## src/rtl/slv_guard_rst_ctrl.sv

```systemverilog
// ==[ slv_guard_rst_ctrl | reset sequencer: req/ack handshake driving a guarded subordinate's reset | rev 1.0 ]==
`default_nettype none

module slv_guard_rst_ctrl #(
  parameter int AssertCycles = 16,
  parameter int SettleCycles = 4,
  parameter int AckTimeout   = 8,
  parameter int EvtCntWidth  = 8
) (
  input  logic                   clk_i,
  input  logic                   rst_i,
  input  logic                   rst_req_i,
  output logic                   slv_rst_o,
  output logic                   rst_stat_o,
  output logic                   busy_o,
  output logic                   err_o,
  input  logic                   err_clr_i,
  output logic [EvtCntWidth-1:0] evt_cnt_o
);

  localparam int MAX_A_S = (AssertCycles > SettleCycles) ? AssertCycles : SettleCycles;
  localparam int MAX_CNT = (MAX_A_S > AckTimeout) ? MAX_A_S : AckTimeout;
  localparam int CNT_W   = $clog2(MAX_CNT + 1);

  localparam logic [CNT_W-1:0] CNT_ONE     = CNT_W'(1);
  localparam logic [CNT_W-1:0] ASSERT_LOAD = CNT_W'(AssertCycles - 1);
  localparam logic [CNT_W-1:0] SETTLE_LOAD = CNT_W'((SettleCycles > 0) ? SettleCycles - 1 : 0);
  localparam logic [CNT_W-1:0] ACK_LOAD    = CNT_W'(AckTimeout - 1);
  localparam logic [EvtCntWidth-1:0] EVT_ONE = EvtCntWidth'(1);

  localparam logic [1:0] IDLE   = 2'd0;
  localparam logic [1:0] ASSERT = 2'd1;
  localparam logic [1:0] SETTLE = 2'd2;
  localparam logic [1:0] ACK    = 2'd3;

  logic [1:0]             state;
  logic [1:0]             state_nxt;
  logic [CNT_W-1:0]       cnt;
  logic [CNT_W-1:0]       cnt_nxt;
  logic                   timeout;
  logic                   timed_out;
  logic                   slv_rst;
  logic                   rst_stat;
  logic                   busy;
  logic                   err;
  logic [EvtCntWidth-1:0] evt_cnt;

  // cnt holds remaining cycles of the current phase minus one; it stops at zero
  always_comb begin
    state_nxt = state;
    cnt_nxt   = cnt;
    timeout   = 1'b0;
    case (state)
      IDLE: begin
        if (rst_req_i) begin
          state_nxt = ASSERT;
          cnt_nxt   = ASSERT_LOAD;
        end
      end
      ASSERT: begin
        if (cnt == '0) begin
          if (SettleCycles > 0) begin
            state_nxt = SETTLE;
            cnt_nxt   = SETTLE_LOAD;
          end else begin
            state_nxt = ACK;
            cnt_nxt   = ACK_LOAD;
          end
        end else begin
          cnt_nxt = cnt - CNT_ONE;
        end
      end
      SETTLE: begin
        if (cnt == '0) begin
          state_nxt = ACK;
          cnt_nxt   = ACK_LOAD;
        end else begin
          cnt_nxt = cnt - CNT_ONE;
        end
      end
      ACK: begin
        if (!rst_req_i) begin
          state_nxt = IDLE;
          cnt_nxt   = '0;
        end else if (cnt != '0) begin
          cnt_nxt = cnt - CNT_ONE;
        end else begin
          // Fire once per ACK visit so err_clr_i can clear the flag while the request is held
          timeout = !timed_out;
        end
      end
      default: begin
        state_nxt = IDLE;
        cnt_nxt   = '0;
      end
    endcase
  end

  always_ff @(posedge clk_i) begin
    if (rst_i) begin
      state     <= IDLE;
      cnt       <= '0;
      timed_out <= 1'b0;
      slv_rst   <= 1'b0;
      rst_stat  <= 1'b0;
      busy      <= 1'b0;
      err       <= 1'b0;
      evt_cnt   <= '0;
    end else begin
      state     <= state_nxt;
      cnt       <= cnt_nxt;
      timed_out <= (state_nxt == ACK) && (timed_out || timeout);
      slv_rst   <= (state_nxt == ASSERT);
      rst_stat  <= (state_nxt == ACK);
      busy      <= (state_nxt != IDLE);
      if (timeout) begin
        err <= 1'b1;
      end else if (err_clr_i) begin
        err <= 1'b0;
      end
      if ((state == IDLE) && rst_req_i && (evt_cnt != '1)) begin
        evt_cnt <= evt_cnt + EVT_ONE;
      end
    end
  end

  assign slv_rst_o  = slv_rst;
  assign rst_stat_o = rst_stat;
  assign busy_o     = busy;
  assign err_o      = err;
  assign evt_cnt_o  = evt_cnt;

endmodule

`default_nettype wire

```

## config.mk

```make
export PLATFORM = sky130hd
export DESIGN_NAME = slv_guard_rst_ctrl
export DESIGN_NICKNAME = d
export VERILOG_FILES = /design/src/rtl/slv_guard_rst_ctrl.sv
export SDC_FILE = /design/constraint.sdc
export NUM_CORES = 1
export LEC_CHECK = 0
export CAP_MARGIN = 30
export CELL_PAD_IN_SITES_DETAIL_PLACEMENT = 1
export CELL_PAD_IN_SITES_GLOBAL_PLACEMENT = 2
export CORE_MARGIN = 5
export CORE_UTILIZATION = 34
export CTS_CLUSTER_DIAMETER = 60
export DETAILED_ROUTE_END_ITERATION = 6
export HOLD_SLACK_MARGIN = 0.05
export PLACE_DENSITY_LB_ADDON = 0.1
export RECOVER_POWER = 100
export SLEW_MARGIN = 25
export SYNTH_ARGS = -nofsm -noshare
export SYNTH_HDL_FRONTEND = slang
export SYNTH_SLANG_ARGS = --single-unit
```

## constraint.sdc

```tcl
create_clock -name clk_i -period 3.9 [get_ports clk_i]
set_clock_uncertainty 0.2 [all_clocks]
set_input_delay 0.39 -clock clk_i [delete_from_list [all_inputs] [get_ports clk_i]]
set_output_delay 0.39 -clock clk_i [all_outputs]
set_load 0.005 [all_outputs]
```

==> summary.md, run 1 <==
| Metric | Value |
|---|---|
| Wire length of the first global-routing pass | 4008 um |
| Horizontal die dimension | 64.19 um |
| Worst vdd ir | 196.5 uV |
| Switching portion of total power | 31.10% |
| Syn nets | 116 |
| P_sw | 0.0001517 W |
| Top cells by area in the synthesized netlist | sky130_fd_sc_hd__dfxtp_1 40%, sky130_fd_sc_hd__nor2_1 5.6%, sky130_fd_sc_hd__a21oi_1 4.0% |
| Sum of net half-perimeters after detailed placement | 1740 um |
| Seq pwr share | 51.7% |
| Yosys top cell area share | 40.10% |
| Top flip-flop cell by instance count after synthesis | sky130_fd_sc_hd__dfxtp_1 |
| Count of endpoints failing hold in the final timing report | 0 |
| Max-cap violations | 0 |
| Run status | finished clean |
| Count of mapped cells out of synthesis | 110 |
| CTS tree | done |
| EDFF count, synth | 0 |
| Number of buffers between clock root and the deepest sink | 2 |
| Shortest clock period the worst path allows after layout | 2.213 ns |
| Total inserted antenna cells | 0 |
| Clock share of power | 25.3% |
| Routed vias/inst | 5.555 |
| Overall track demand over capacity in global routing | 12.23% |
| Count of endpoints failing setup in the final report | 0 |
| Share of the core filled with cells | 42.24% |
| Final net count | 131 |
| Crit share post-route | 56.75% |
| Gr ovfl total | 0 |
| Achievable Freq | 0.4519 GHz |
| Antenna viol nets, final | 0 |
| Number of fillers in the final layout | 327 |
| Sequential element share of the synthesized area | 40.10% |
| Area of the die | 0.004120 sq mm |
| Clock-pin slew of the registers on the worst-case setup and hold paths | 0.12 ns |
| Number of rows created at floorplan | 19 |
| Required time reported for the critical path endpoint | 3.91 ns |
| Most common cell after layout, fill and taps aside | sky130_fd_sc_hd__dfxtp_1 |
| Arrival time of data at the critical path endpoint | 2.23 ns |
| Slew at the pin closest to its max-slew limit | 0.7177 ns |
| Final sum of negative setup slack | 0 ns |
| Initial core utilization | 35.90% |
| Power Dens Cells | 415.2 mW/mm^2 |
| Vias in the first global route | 831 |
| Count of boundary I/O pins | 16 |
| Mean cell area of the mapped netlist | 9.077 sq um |
| Placer congestion estimate | 0.7563 |
| FFs w/ async S/R, synth | 0% |
| Initial drt markers | 22 |
| Worst-skew pair later-pin latency | 0.30 ns |
| Routed wirelength normalized by instance count | 14.95 um |
| Post-synthesis register bit count | 20 |
| TritonCTS buffer count | 3 |
| Share of final-layout standard cells stronger than drive strength 1 | 6.452% |
| Internal | 0.0003361 W |
| Post-CTS Hold Buffers | 0 |
| RSZ-0062 raised after global routing | false |
| Classification of the worst-slack hold path | reg2reg |
| Number of remaining DRC errors | 0 |
| Router iterations before antenna repair | 4 |
| Pin count of the biggest net entering global routing | 17 |
| Synthesis-to-finish area growth | 17.67% |
| Classification of the worst setup path | in2reg |
| Setup slack on the worst flop-to-flop path | 1.84 ns |
| Clk sink count | 20 |
| CORE AREA | 0.002781 sq mm |
| CP max FO | 10 |
| Type of origin of the critical path | input port |
| Count of different cell masters after synthesis | 38 |
| Number of setup buffers added after CTS | 0 |
| Warnings from Yosys | 0 |
| Most frequent cells in the layout | 20 x sky130_fd_sc_hd__dfxtp_1, 15 x sky130_fd_sc_hd__nor2_1, 14 x sky130_fd_sc_hd__dlygate4sd3_1 |
| Rel. slew slack | 51.95% |
| Cell Area, Synth | 998.5 sq um |
| Overall routed net length | 2317 um |
| Vertical die dimension | 64.19 um |
| Combinational power share | 23.0% |
| Final Max Slew Viols | 0 |
| Number of antenna violations at the first check in global routing | 0 |
| Setup crit end kind | flop |
| Leakage power | 0.4496 nW |
| Number of gates resized after cts | 0 |
| Most area-hungry cell type in the Yosys netlist | sky130_fd_sc_hd__dfxtp_1 |
| Count of input and output buffers | 15 |
| Root Driver | sky130_fd_sc_hd__clkbuf_4 |
| Vias post-DR | 861 |
| H-tree lvl count | 1 |
[stage by stage]
stage | cells | hold WS, ns | total power [W] | setup WS (ns) | area [sq um]
4_1_cts | 155 | 0.2855 | 0.0005032 | 1.882 | 1186
6_report | 155 | 0.2763 | 0.0004878 | 1.687 | 1175
2_1_floorplan | 110 | 0.2484 | 0.0003459 | 2.258 | 998.5
3_5_place_dp | 151 | 0.2680 | 0.0003760 | 1.533 | 1150
3_3_place_gp | 151 | 0.2595 | 0.0003711 | 1.586 | 1150
5_1_grt | 155 | 0.3168 | 0.0005219 | 1.528 | 1175
[final cells by class]
type | count | area [sq um] | share of cell area [%]
multi-input cells | 80 | 530.5 | 45.15
repair buffers | 15 | 150.1 | 12.78
well taps | 31 | 38.79 | 3.301
flip-flops and latches | 20 | 400.4 | 34.08
inverters | 5 | 18.77 | 1.597
clock buffers | 4 | 36.28 | 3.088
[worst max-delay path, cell delays in order]
cell                            delay, ns
sky130_fd_sc_hd__dlygate4sd3_1       0.76
sky130_fd_sc_hd__nor3b_1             0.43
sky130_fd_sc_hd__nand4_1             0.23
sky130_fd_sc_hd__o21a_1              0.23
sky130_fd_sc_hd__o21ba_2             0.19
[cells in the mapped netlist (2+ instances only)]
cell type / number
sky130_fd_sc_hd__ha_1: 2
sky130_fd_sc_hd__nand3_1: 3
sky130_fd_sc_hd__and3_1: 2
sky130_fd_sc_hd__a211oi_1: 3
sky130_fd_sc_hd__buf_4: 3
sky130_fd_sc_hd__nor2_1: 15
sky130_fd_sc_hd__nor3b_2: 2
sky130_fd_sc_hd__inv_1: 5
sky130_fd_sc_hd__xnor2_1: 2
sky130_fd_sc_hd__nand2_1: 4
sky130_fd_sc_hd__xor2_1: 2
sky130_fd_sc_hd__nand3b_1: 2
sky130_fd_sc_hd__a21oi_1: 8
sky130_fd_sc_hd__mux2i_1: 2
sky130_fd_sc_hd__nor2b_1: 2
sky130_fd_sc_hd__o21ai_0: 4
sky130_fd_sc_hd__nor3_1: 6
sky130_fd_sc_hd__nand4_1: 4
sky130_fd_sc_hd__dfxtp_1: 20
[power by group through the flow]
| stage | logic, W | clock network, W | registers, W |
|---|---|---|---|
| 2_1_floorplan | 0.000100 | 0 | 0.000246 |
| 3_3_place_gp | 0.000115 | 0 | 0.000256 |
| 3_5_place_dp | 0.000118 | 0 | 0.000258 |
| 4_1_cts | 0.000119 | 0.000131 | 0.000253 |
| 5_1_grt | 0.000125 | 0.000140 | 0.000256 |
| 6_report | 0.000112 | 0.000123 | 0.000252 |
[sequential cells by signal, indices dropped and copies added (netlist names)]
name        cells
busy_o          1
evt_cnt_o       8
err_o           1
state           2
timed_out       1
rst_stat_o      1
cnt             5
slv_rst_o       1
[worst paths after layout]
check	from	endpoint	cells past startpoint
setup / recovery	rst_req_i	evt_cnt_o[7]	5
hold / removal	err_o	err_o	2
setup reg to reg	evt_cnt_o[0]	evt_cnt_o[1]	5
hold reg to reg	err_o	err_o	2
[layer usage]
metal	up-vias	global-route usage (%)	part of all wire, %
li1	425	-	-
met1	420	16.65	50
met2	12	18.47	45
met3	4	2.627	3.9
met4	0	5.344	1.3
met5	-	0	0
[kinds of logic (layout without fill, tap and decap cells)]
| kind of cell | count (synthesis) | after routing | share of synthesized area (%) |
|---|---|---|---|
| xor+xnor | 4 | 4 | 3.509 |
| fa+ha+maj | 2 | 2 | 2.506 |
| mux | 3 | 3 | 4.261 |
| compound gates | 23 | 23 | 15.29 |
| flops | 20 | 20 | 40.10 |
| buf+inv | 10 | 24 | 5.639 |
| simple gates | 48 | 48 | 28.70 |
Note: power is estimated with default switching activity, not from simulation.
==> run 2: changes to the inputs <==
Settings changed: CORE_UTILIZATION 34 to 28.
Clock period 3.9 ns to 1.84 ns, I/O delays scaled along.
==> run 2 against run 1 <==
- die area rose by 18%
- setup slack worse by 1.6 ns
- sequential cell count did not move
- register-to-register slack lost 1.7 ns
- cell area rose by 15%
- total power is 130% higher
- via count increased by 8.0%
- core utilization shrank 2.3 points
- combinational power grew to 3.1 times the previous value
- final cell count is 22% higher
- first-iteration DRC count is 41% lower
- critical endpoint is now evt_cnt_o[1]
==> summary.md, run 2 (synthesis results as in run 1) <==
| Metric | Value |
|---|---|
| Worst-skew pair later-pin latency | 0.31 ns (about the same) |
| TritonCTS buffer count | 3 (unchanged) |
| Tightest hold margin | 0.2767 ns (+0.0003710 ns) |
| Shortest clock period the worst path allows after layout | 1.721 ns |
| Number of flip-flops under the largest register name | 8 (unchanged) |
| Internal | 0.0007820 W (+130%) |
| Count of boundary I/O pins | 16 (unchanged) |
| Post-layout instance area | 0.001354 sq mm (+15%) |
| P_sw | 0.0003530 W (+130%) |
| Arrival time of data at the critical path endpoint | 1.34 ns (-0.89 ns) |
| Total inserted antenna cells | 0 (unchanged) |
| Combinational power share | 30.9% (+7.9 points) |
| CP max FO | 4 (-6) |
| Slew at the pin closest to its max-slew limit | 0.4662 ns (-0.2515 ns) |
| CORE AREA | 0.003390 sq mm (+22%) |
| Antenna viol nets, final | 0 (unchanged) |
| Router iterations before antenna repair | 4 (unchanged) |
| CP Depth | 2 (-3) |
| Count of endpoints failing setup in the final report | 0 (unchanged) |
| Clock share of power | 23.3% (-2.0 points) |
| Run status | finished clean |
| Number of remaining DRC errors | 0 (unchanged) |
| Count of cells along the worst register-to-register path | 7 (+2) |
| Placer congestion estimate | 0.7826 (+3.5%) |
| Number of antenna violations at the first check in global routing | 0 (unchanged) |
| Vias in the first global route | 968 (+16%) |
| Initial core utilization | 29.46% (-6.4 points) |
| Worst vdd ir | 373.7 uV (+90%) |
| Rel. slew slack | 68.68% (+17 points) |
| Share of final-layout standard cells stronger than drive strength 1 | 21.68% (+15 points) |
| Count of endpoints failing hold in the final timing report | 0 (unchanged) |
| Sum of net half-perimeters after detailed placement | 2051 um (+18%) |
| H-tree lvl count | 1 (unchanged) |
| Buffer and inverter count on the worst path | 2 (+1) |
| Most frequent cells in the layout | 18 x sky130_fd_sc_hd__dfxtp_1, 15 x sky130_fd_sc_hd__nor2_1, 15 x sky130_fd_sc_hd__buf_4 |
| Classification of the worst-slack hold path | reg2reg |
| Wire length of the first global-routing pass | 4505 um (+12%) |
| Final net count | 150 (+15%) |
| Clock-pin slew of the registers on the worst-case setup and hold paths | 0.11 ns (about the same) |
| Horizontal die dimension | 69.72 um (+8.6%) |
| Clk sink count | 20 (unchanged) |
| Vias post-DR | 930 (+8.0%) |
| Root Driver | sky130_fd_sc_hd__clkbuf_4 |
| Achievable Freq | 0.5809 GHz |
| Routed wirelength normalized by instance count | 14.15 um (-5.3%) |
| Pin count of the biggest net entering global routing | 15 (-2) |
| Delay of the slowest cell on the worst path | 0.57 ns (-0.19 ns) |
| Family with the most delay on the worst path | buffers and inverters |
| Classification of the worst setup path | reg2out |
| Leakage power | 0.5356 nW (+19%) |
| Number of cells traversed by the worst hold path | 2 (unchanged) |
| Number of fillers in the final layout | 407 (+24%) |
| Most common cell after layout, fill and taps aside | sky130_fd_sc_hd__dfxtp_1 |
| Number of buffers between clock root and the deepest sink | 2 (unchanged) |
| Power Dens Cells | 838.4 mW/mm^2 (+100%) |
| Overall track demand over capacity in global routing | 11.32% (-0.91 points) |
| Type of origin of the critical path | flop |
| Vertical die dimension | 69.72 um (+8.6%) |
| Placed standard-cell area | 0.001304 sq mm (+13%) |
| Final sum of negative setup slack | 0 ns (unchanged) |
| Required time reported for the critical path endpoint | 1.46 ns (-2.45 ns) |
| Crit share post-route | 93.56% |
| Max-cap violations | 0 (unchanged) |
| Gr ovfl total | 0 (unchanged) |
| CTS tree | done |
| Critical path cell sequence | buf_4 > dlygate4sd3_1 |
| Min setup slack post-route | 0.1186 ns (-1.568 ns) |
| Total power consumption of the routed design | 0.001135 W (+130%) |
| Setup crit end kind | primary output |
| Synthesis-to-finish area growth | 35.59% |
| Overall routed net length | 2675 um (+15%) |
| Count of input and output buffers | 15 (unchanged) |
| Area of the die | 0.004860 sq mm (+18%) |
| RSZ-0062 raised after global routing | false |
| Cell type of the slowest stage on the worst timing path | sky130_fd_sc_hd__dlygate4sd3_1 |
| Switching portion of total power | 31.10% (about the same) |
| Routed vias/inst | 4.921 (-11%) |
| Number of rows created at floorplan | 21 (+2) |
| Initial drt markers | 13 (-41%) |
| Seq pwr share | 45.9% (-5.8 points) |
| Final Max Slew Viols | 0 (unchanged) |
| Post-Place Worst Slack | -0.04714 ns (-1.580 ns) |
==> run 2: power by group through the flow <==
stage	registers [W]	clock network [W]	logic, W
6_report	0.000521	0.000264	0.000350
3_3_place_gp	0.000527	0	0.000342
5_1_grt	0.000528	0.000294	0.000387
2_1_floorplan	0.000521	0	0.000212
3_5_place_dp	0.000529	0	0.000348
4_1_cts	0.000522	0.000275	0.000351
==> run 2: worst min-delay path: stages, from the launching register on <==
cell	delay, ns
sky130_fd_sc_hd__dfxtp_1	0.32
sky130_fd_sc_hd__nand2b_1	0.06
sky130_fd_sc_hd__a21oi_1	0.05
==> run 2: worst paths after layout <==
| path | start | to | slack (ns) |
|---|---|---|---|
| worst max register to register | cnt[0] | cnt[2] | 0.16 |
| worst min-delay path | err_o | err_o | 0.28 |
| worst max-delay path | evt_cnt_o[1] | evt_cnt_o[1] | 0.12 |
| worst min register to register | err_o | err_o | 0.28 |
==> run 2: repair_timing <==
action,in CTS,in global routing
gates resized for setup,2,4
hold buffers,0,0
pin swaps,0,2
setup endpoints to repair,1,2
buffers inserted,0,2
hold endpoints to repair,0,0
==> run 2: through the flow <==
stage | instances | util [%]
final | 189 | 39.94
after global routing | 189 | 39.94
after CTS | 188 | 39.61
after detailed placement | 184 | 38.46
after global placement | 184 | 38.46
after floorplan | 110 | -
==> run 2: final cells by class <==
class / count / area [sq um] / share of cell area (%)
Multi-Input combinational cell: 80 / 549.3 / 40.57
Sequential cell: 20 / 402.9 / 29.76
Timing Repair Buffer: 34 / 289.0 / 21.35
Tap cell: 46 / 57.56 / 4.251
Clock buffer: 4 / 36.28 / 2.680
Inverter: 5 / 18.77 / 1.386
==> run 2: metal layers <==
metal | vias up | part of all wire, % | global-route usage (%)
li1 | 466 | - | -
met5 | - | 0 | 0
met2 | 15 | 45 | 17.48
met3 | 2 | 4.0 | 4.058
met4 | 0 | 0.67 | 3.191
met1 | 447 | 51 | 14.82
==> run 3: changes to the inputs <==
Settings changed: ABC_AREA set to 1, CORE_MARGIN 5 to unset, CORE_UTILIZATION 28 to 26.
==> run 3 against run 2 <==
- clock-buffer cell count down 1
- combinational power down 31%
- hold slack better by 0.00057 ns
- setup slack better by 0.058 ns
- largest cell class unchanged
- final cell count up 20%
- non-clock buffer count down 17
- sequential power down 6.1%
- first-iteration DRC count rose to 3.6 times the previous value
- wire length down 0.22%
- synthesized area up 6.8%
- critical path depth down 1
- total power up 3.0%
- critical path type unchanged
==> summary.md, run 3 <==
| Metric | Value |
|---|---|
| Run status | finished clean |
| Gr ovfl total | 0 (unchanged) |
| Initial drt markers | 47 (+34) |
| EDFF count, synth | 0 (unchanged) |
| Family with the most delay on the worst path | buffers and inverters |
| Sequential element share of the synthesized area | 37.56% (-2.5 points) |
| Setup crit end kind | primary output |
| Pin count of the biggest net entering global routing | 13 (-2) |
| Number of remaining DRC errors | 0 (unchanged) |
| Tightest hold margin | 0.2773 ns (+0.0005670 ns) |
| Count of input and output buffers | 15 (unchanged) |
| Routed vias/inst | 4.485 (-8.9%) |
| Max-cap violations | 0 (unchanged) |
| Combinational power share | 20.7% (-10 points) |
| Number of fillers in the final layout | 495 (+22%) |
| Initial core utilization | 28.06% (-1.4 points) |
| Count of boundary I/O pins | 16 (unchanged) |
| Most common library cells after synthesis | 45 x sky130_fd_sc_hd__nand2_1, 24 x sky130_fd_sc_hd__inv_1, 20 x sky130_fd_sc_hd__dfxtp_1, 19 x sky130_fd_sc_hd__nor2_1, 10 x sky130_fd_sc_hd__a21oi_1 |
| Overall routed net length | 2669 um (-0.22%) |
| Number of flip-flops under the largest register name | 8 (unchanged) |
| Vias in the first global route | 1,044 (+7.9%) |
| Top cells by area in the synthesized netlist | sky130_fd_sc_hd__dfxtp_1 38%, sky130_fd_sc_hd__nand2_1 16%, sky130_fd_sc_hd__inv_1 8.5% |
| Count of different cell masters after synthesis | 25 (-34%) |
| Leakage power | 0.6051 nW (+13%) |
| Switching portion of total power | 27.41% (-3.7 points) |
| Placer congestion estimate | 0.7240 (-7.5%) |
| Number of antenna violations at the first check in global routing | 0 (unchanged) |
| Achievable Freq | 0.6011 GHz (+3.5%) |
| Yosys top cell area share | 37.56% (-2.5 points) |
| Internal | 0.0008486 W (+8.5%) |
| Post-synthesis register bit count | 20 (unchanged) |
| Most frequent cells in the layout | 46 x sky130_fd_sc_hd__nand2_1, 25 x sky130_fd_sc_hd__inv_1, 20 x sky130_fd_sc_hd__nor2_1, 20 x sky130_fd_sc_hd__dfxtp_1, 12 x sky130_fd_sc_hd__dlygate4sd3_1 |
| Power Dens Cells | 866.7 mW/mm^2 (+3.4%) |
| Mean cell area of the mapped netlist | 6.705 sq um (-26%) |
| Min setup slack post-route | 0.1764 ns (+0.05778 ns) |
| Number of rows created at floorplan | 22 (+4.8%) |
| Shortest clock period the worst path allows after layout | 1.664 ns (-0.05778 ns) |
| Clock share of power | 37.5% (+14 points) |
| Number of buffers between clock root and the deepest sink | 2 (unchanged) |
| Root Driver | sky130_fd_sc_hd__clkbuf_8 |
| Total inserted antenna cells | 0 (unchanged) |
| Count of mapped cells out of synthesis | 159 (+45%) |
| Top flip-flop cell by instance count after synthesis | sky130_fd_sc_hd__dfxtp_1 |
| Vias post-DR | 1,018 (+9.5%) |
| Horizontal die dimension | 66.03 um (-5.3%) |
| Post-Place Worst Slack | 0.1059 ns (+0.1530 ns) |
| Most common cell after layout, fill and taps aside | sky130_fd_sc_hd__nand2_1 |
| H-tree lvl count | 1 (unchanged) |
| Sum of net half-perimeters after detailed placement | 2105 um (+2.6%) |
| Count of endpoints failing setup in the final report | 0 (unchanged) |
| Delay of the slowest cell on the worst path | 0.60 ns (+0.03 ns) |
| Cell type of the slowest stage on the worst timing path | sky130_fd_sc_hd__dlygate4sd3_1 |
| Crit share post-route | 90.42% (-3.1 points) |
| Clk sink count | 20 (unchanged) |
| Number of setup buffers added after CTS | 0 (unchanged) |
| Most area-hungry cell type in the Yosys netlist | sky130_fd_sc_hd__dfxtp_1 |
| Final net count | 186 (+24%) |
| Classification of the worst-slack hold path | reg2reg |
| Syn nets | 165 (+42%) |
| FFs w/ async S/R, synth | 0% (unchanged) |
| Seq pwr share | 41.8% (-4.1 points) |
| Vertical die dimension | 66.03 um (-5.3%) |
| Post-CTS Hold Buffers | 0 (unchanged) |
| Area of the die | 0.004360 sq mm (-10%) |
| TritonCTS buffer count | 3 (unchanged) |
| Final sum of negative setup slack | 0 ns (unchanged) |
| CTS tree | done |
| Worst-skew pair later-pin latency | 0.26 ns (-0.05 ns) |
| Most repeated cell in the gate-level netlist after synthesis | sky130_fd_sc_hd__nand2_1 |
| Placed standard-cell area | 0.001287 sq mm (-1.2%) |
| Warnings from Yosys | 0 (unchanged) |
| Post-layout instance area | 0.001349 sq mm (-0.37%) |
| Synthesis-to-finish area growth | 26.53% |
| Share of final-layout standard cells stronger than drive strength 1 | 11.17% (-11 points) |
| Arrival time of data at the critical path endpoint | 1.28 ns (-0.06 ns) |
| Count of endpoints failing hold in the final timing report | 0 (unchanged) |
| Critical path cell sequence | dlygate4sd3_1 |
| CORE AREA | 0.003799 sq mm (+12%) |
| Type of origin of the critical path | flop |
| Wire length of the first global-routing pass | 4567 um (+1.4%) |
| Rel. slew slack | 78.65% (+10 points) |
| P_sw | 0.0003204 W (-9.3%) |
| Classification of the worst setup path | reg2out |
| CP max FO | 5 (+1) |
| Slew at the pin closest to its max-slew limit | 0.3182 ns (-0.1480 ns) |
| Overall track demand over capacity in global routing | 13.89% (+2.6 points) |
| Routed wirelength normalized by instance count | 11.76 um (-17%) |
| Cell Area, Synth | 0.001066 sq mm (+6.8%) |
| Buffer and inverter count on the worst path | 1 (-1) |
| RSZ-0062 raised after global routing | false |
| Antenna viol nets, final | 0 (unchanged) |
| Required time reported for the critical path endpoint | 1.46 ns (about the same) |
| Worst vdd ir | 371.6 uV (-0.55%) |
| Share of the core filled with cells | 35.51% (-4.4 points) |
| Router iterations before antenna repair | 3 (-1) |
| Final Max Slew Viols | 0 (unchanged) |
| Clock-pin slew of the registers on the worst-case setup and hold paths | 0.08 ns (-0.03 ns) |
run 3: changes by cell type after synthesis, sizes merged, moves of 3 or more:
| cell | change |
|---|---|
| nor3b | -3 |
| nand3 | +3 |
| nor2 | +12 |
| buf | -4 |
| inv | +21 |
| nor3 | -4 |
| nand2 | +43 |
| a21oi | +4 |
| mux2i | -3 |
| a211oi | -3 |
run 3: final timing paths:
kind,cells after the start,startpoint,slack [ns],endpoint
hold / removal,2,err_o,0.28,err_o
setup / recovery,1,evt_cnt_o[4],0.18,evt_cnt_o[4]
hold reg to reg,2,err_o,0.28,err_o
setup reg to reg,8,cnt[1],0.25,busy_o
run 3: logic make-up (layout without fill, tap and decap cells):
| logic type | Yosys count | after routing | share of synthesized area, % |
|---|---|---|---|
| xor+xnor | 3 | 3 | 2.465 |
| simple gates | 86 | 86 | 35.56 |
| buf+inv | 28 | 48 | 9.859 |
| fa+ha+maj | 2 | 2 | 2.347 |
| compound gates | 20 | 20 | 12.21 |
| flops | 20 | 20 | 37.56 |
run 3: final cells by class:
type                    count  area, sq um  area share [%]
well taps                  48        60.06           4.453
clock inverters             1        30.03           2.226
repair buffers             17        165.2           12.24
multi-input cells         111        550.5           40.82
flip-flops and latches     20        400.4           29.68
clock buffers               3        41.29           3.061
inverters                  27        101.3           7.514
run 3: per-stage QoR:
stage	cells	power (W)
after floorplan	159	0.0006629
after global placement	223	0.0007485
after detailed placement	223	0.0007554
after CTS	227	0.001203
after global routing	227	0.001250
final	227	0.001169
run 3: routing by layer:
layer / vias up / GRT usage (%) / share of wire (%)
li1: 532 / - / -
met3: 2 / 2.586 / 2.3
met1: 474 / 16.25 / 47
met5: - / 0 / 0
met4: 0 / 4.787 / 0.67
met2: 10 / 25.00 / 50
run 3: what timing repair did:
item / CTS / global route
endpoints found under the hold margin: 0 / 0
setup endpoints to repair: 0 / 2
gates resized for setup: 0 / 1
run 3: power groups by stage:
stage	Clock, W	Combinational, W	Sequential (W)
3_3_place_gp	0	0.000250	0.000498
3_5_place_dp	0	0.000256	0.000499
4_1_cts	0.000455	0.000258	0.000489
2_1_floorplan	0	0.000167	0.000496
5_1_grt	0.000474	0.000282	0.000494
6_report	0.000438	0.000242	0.000489
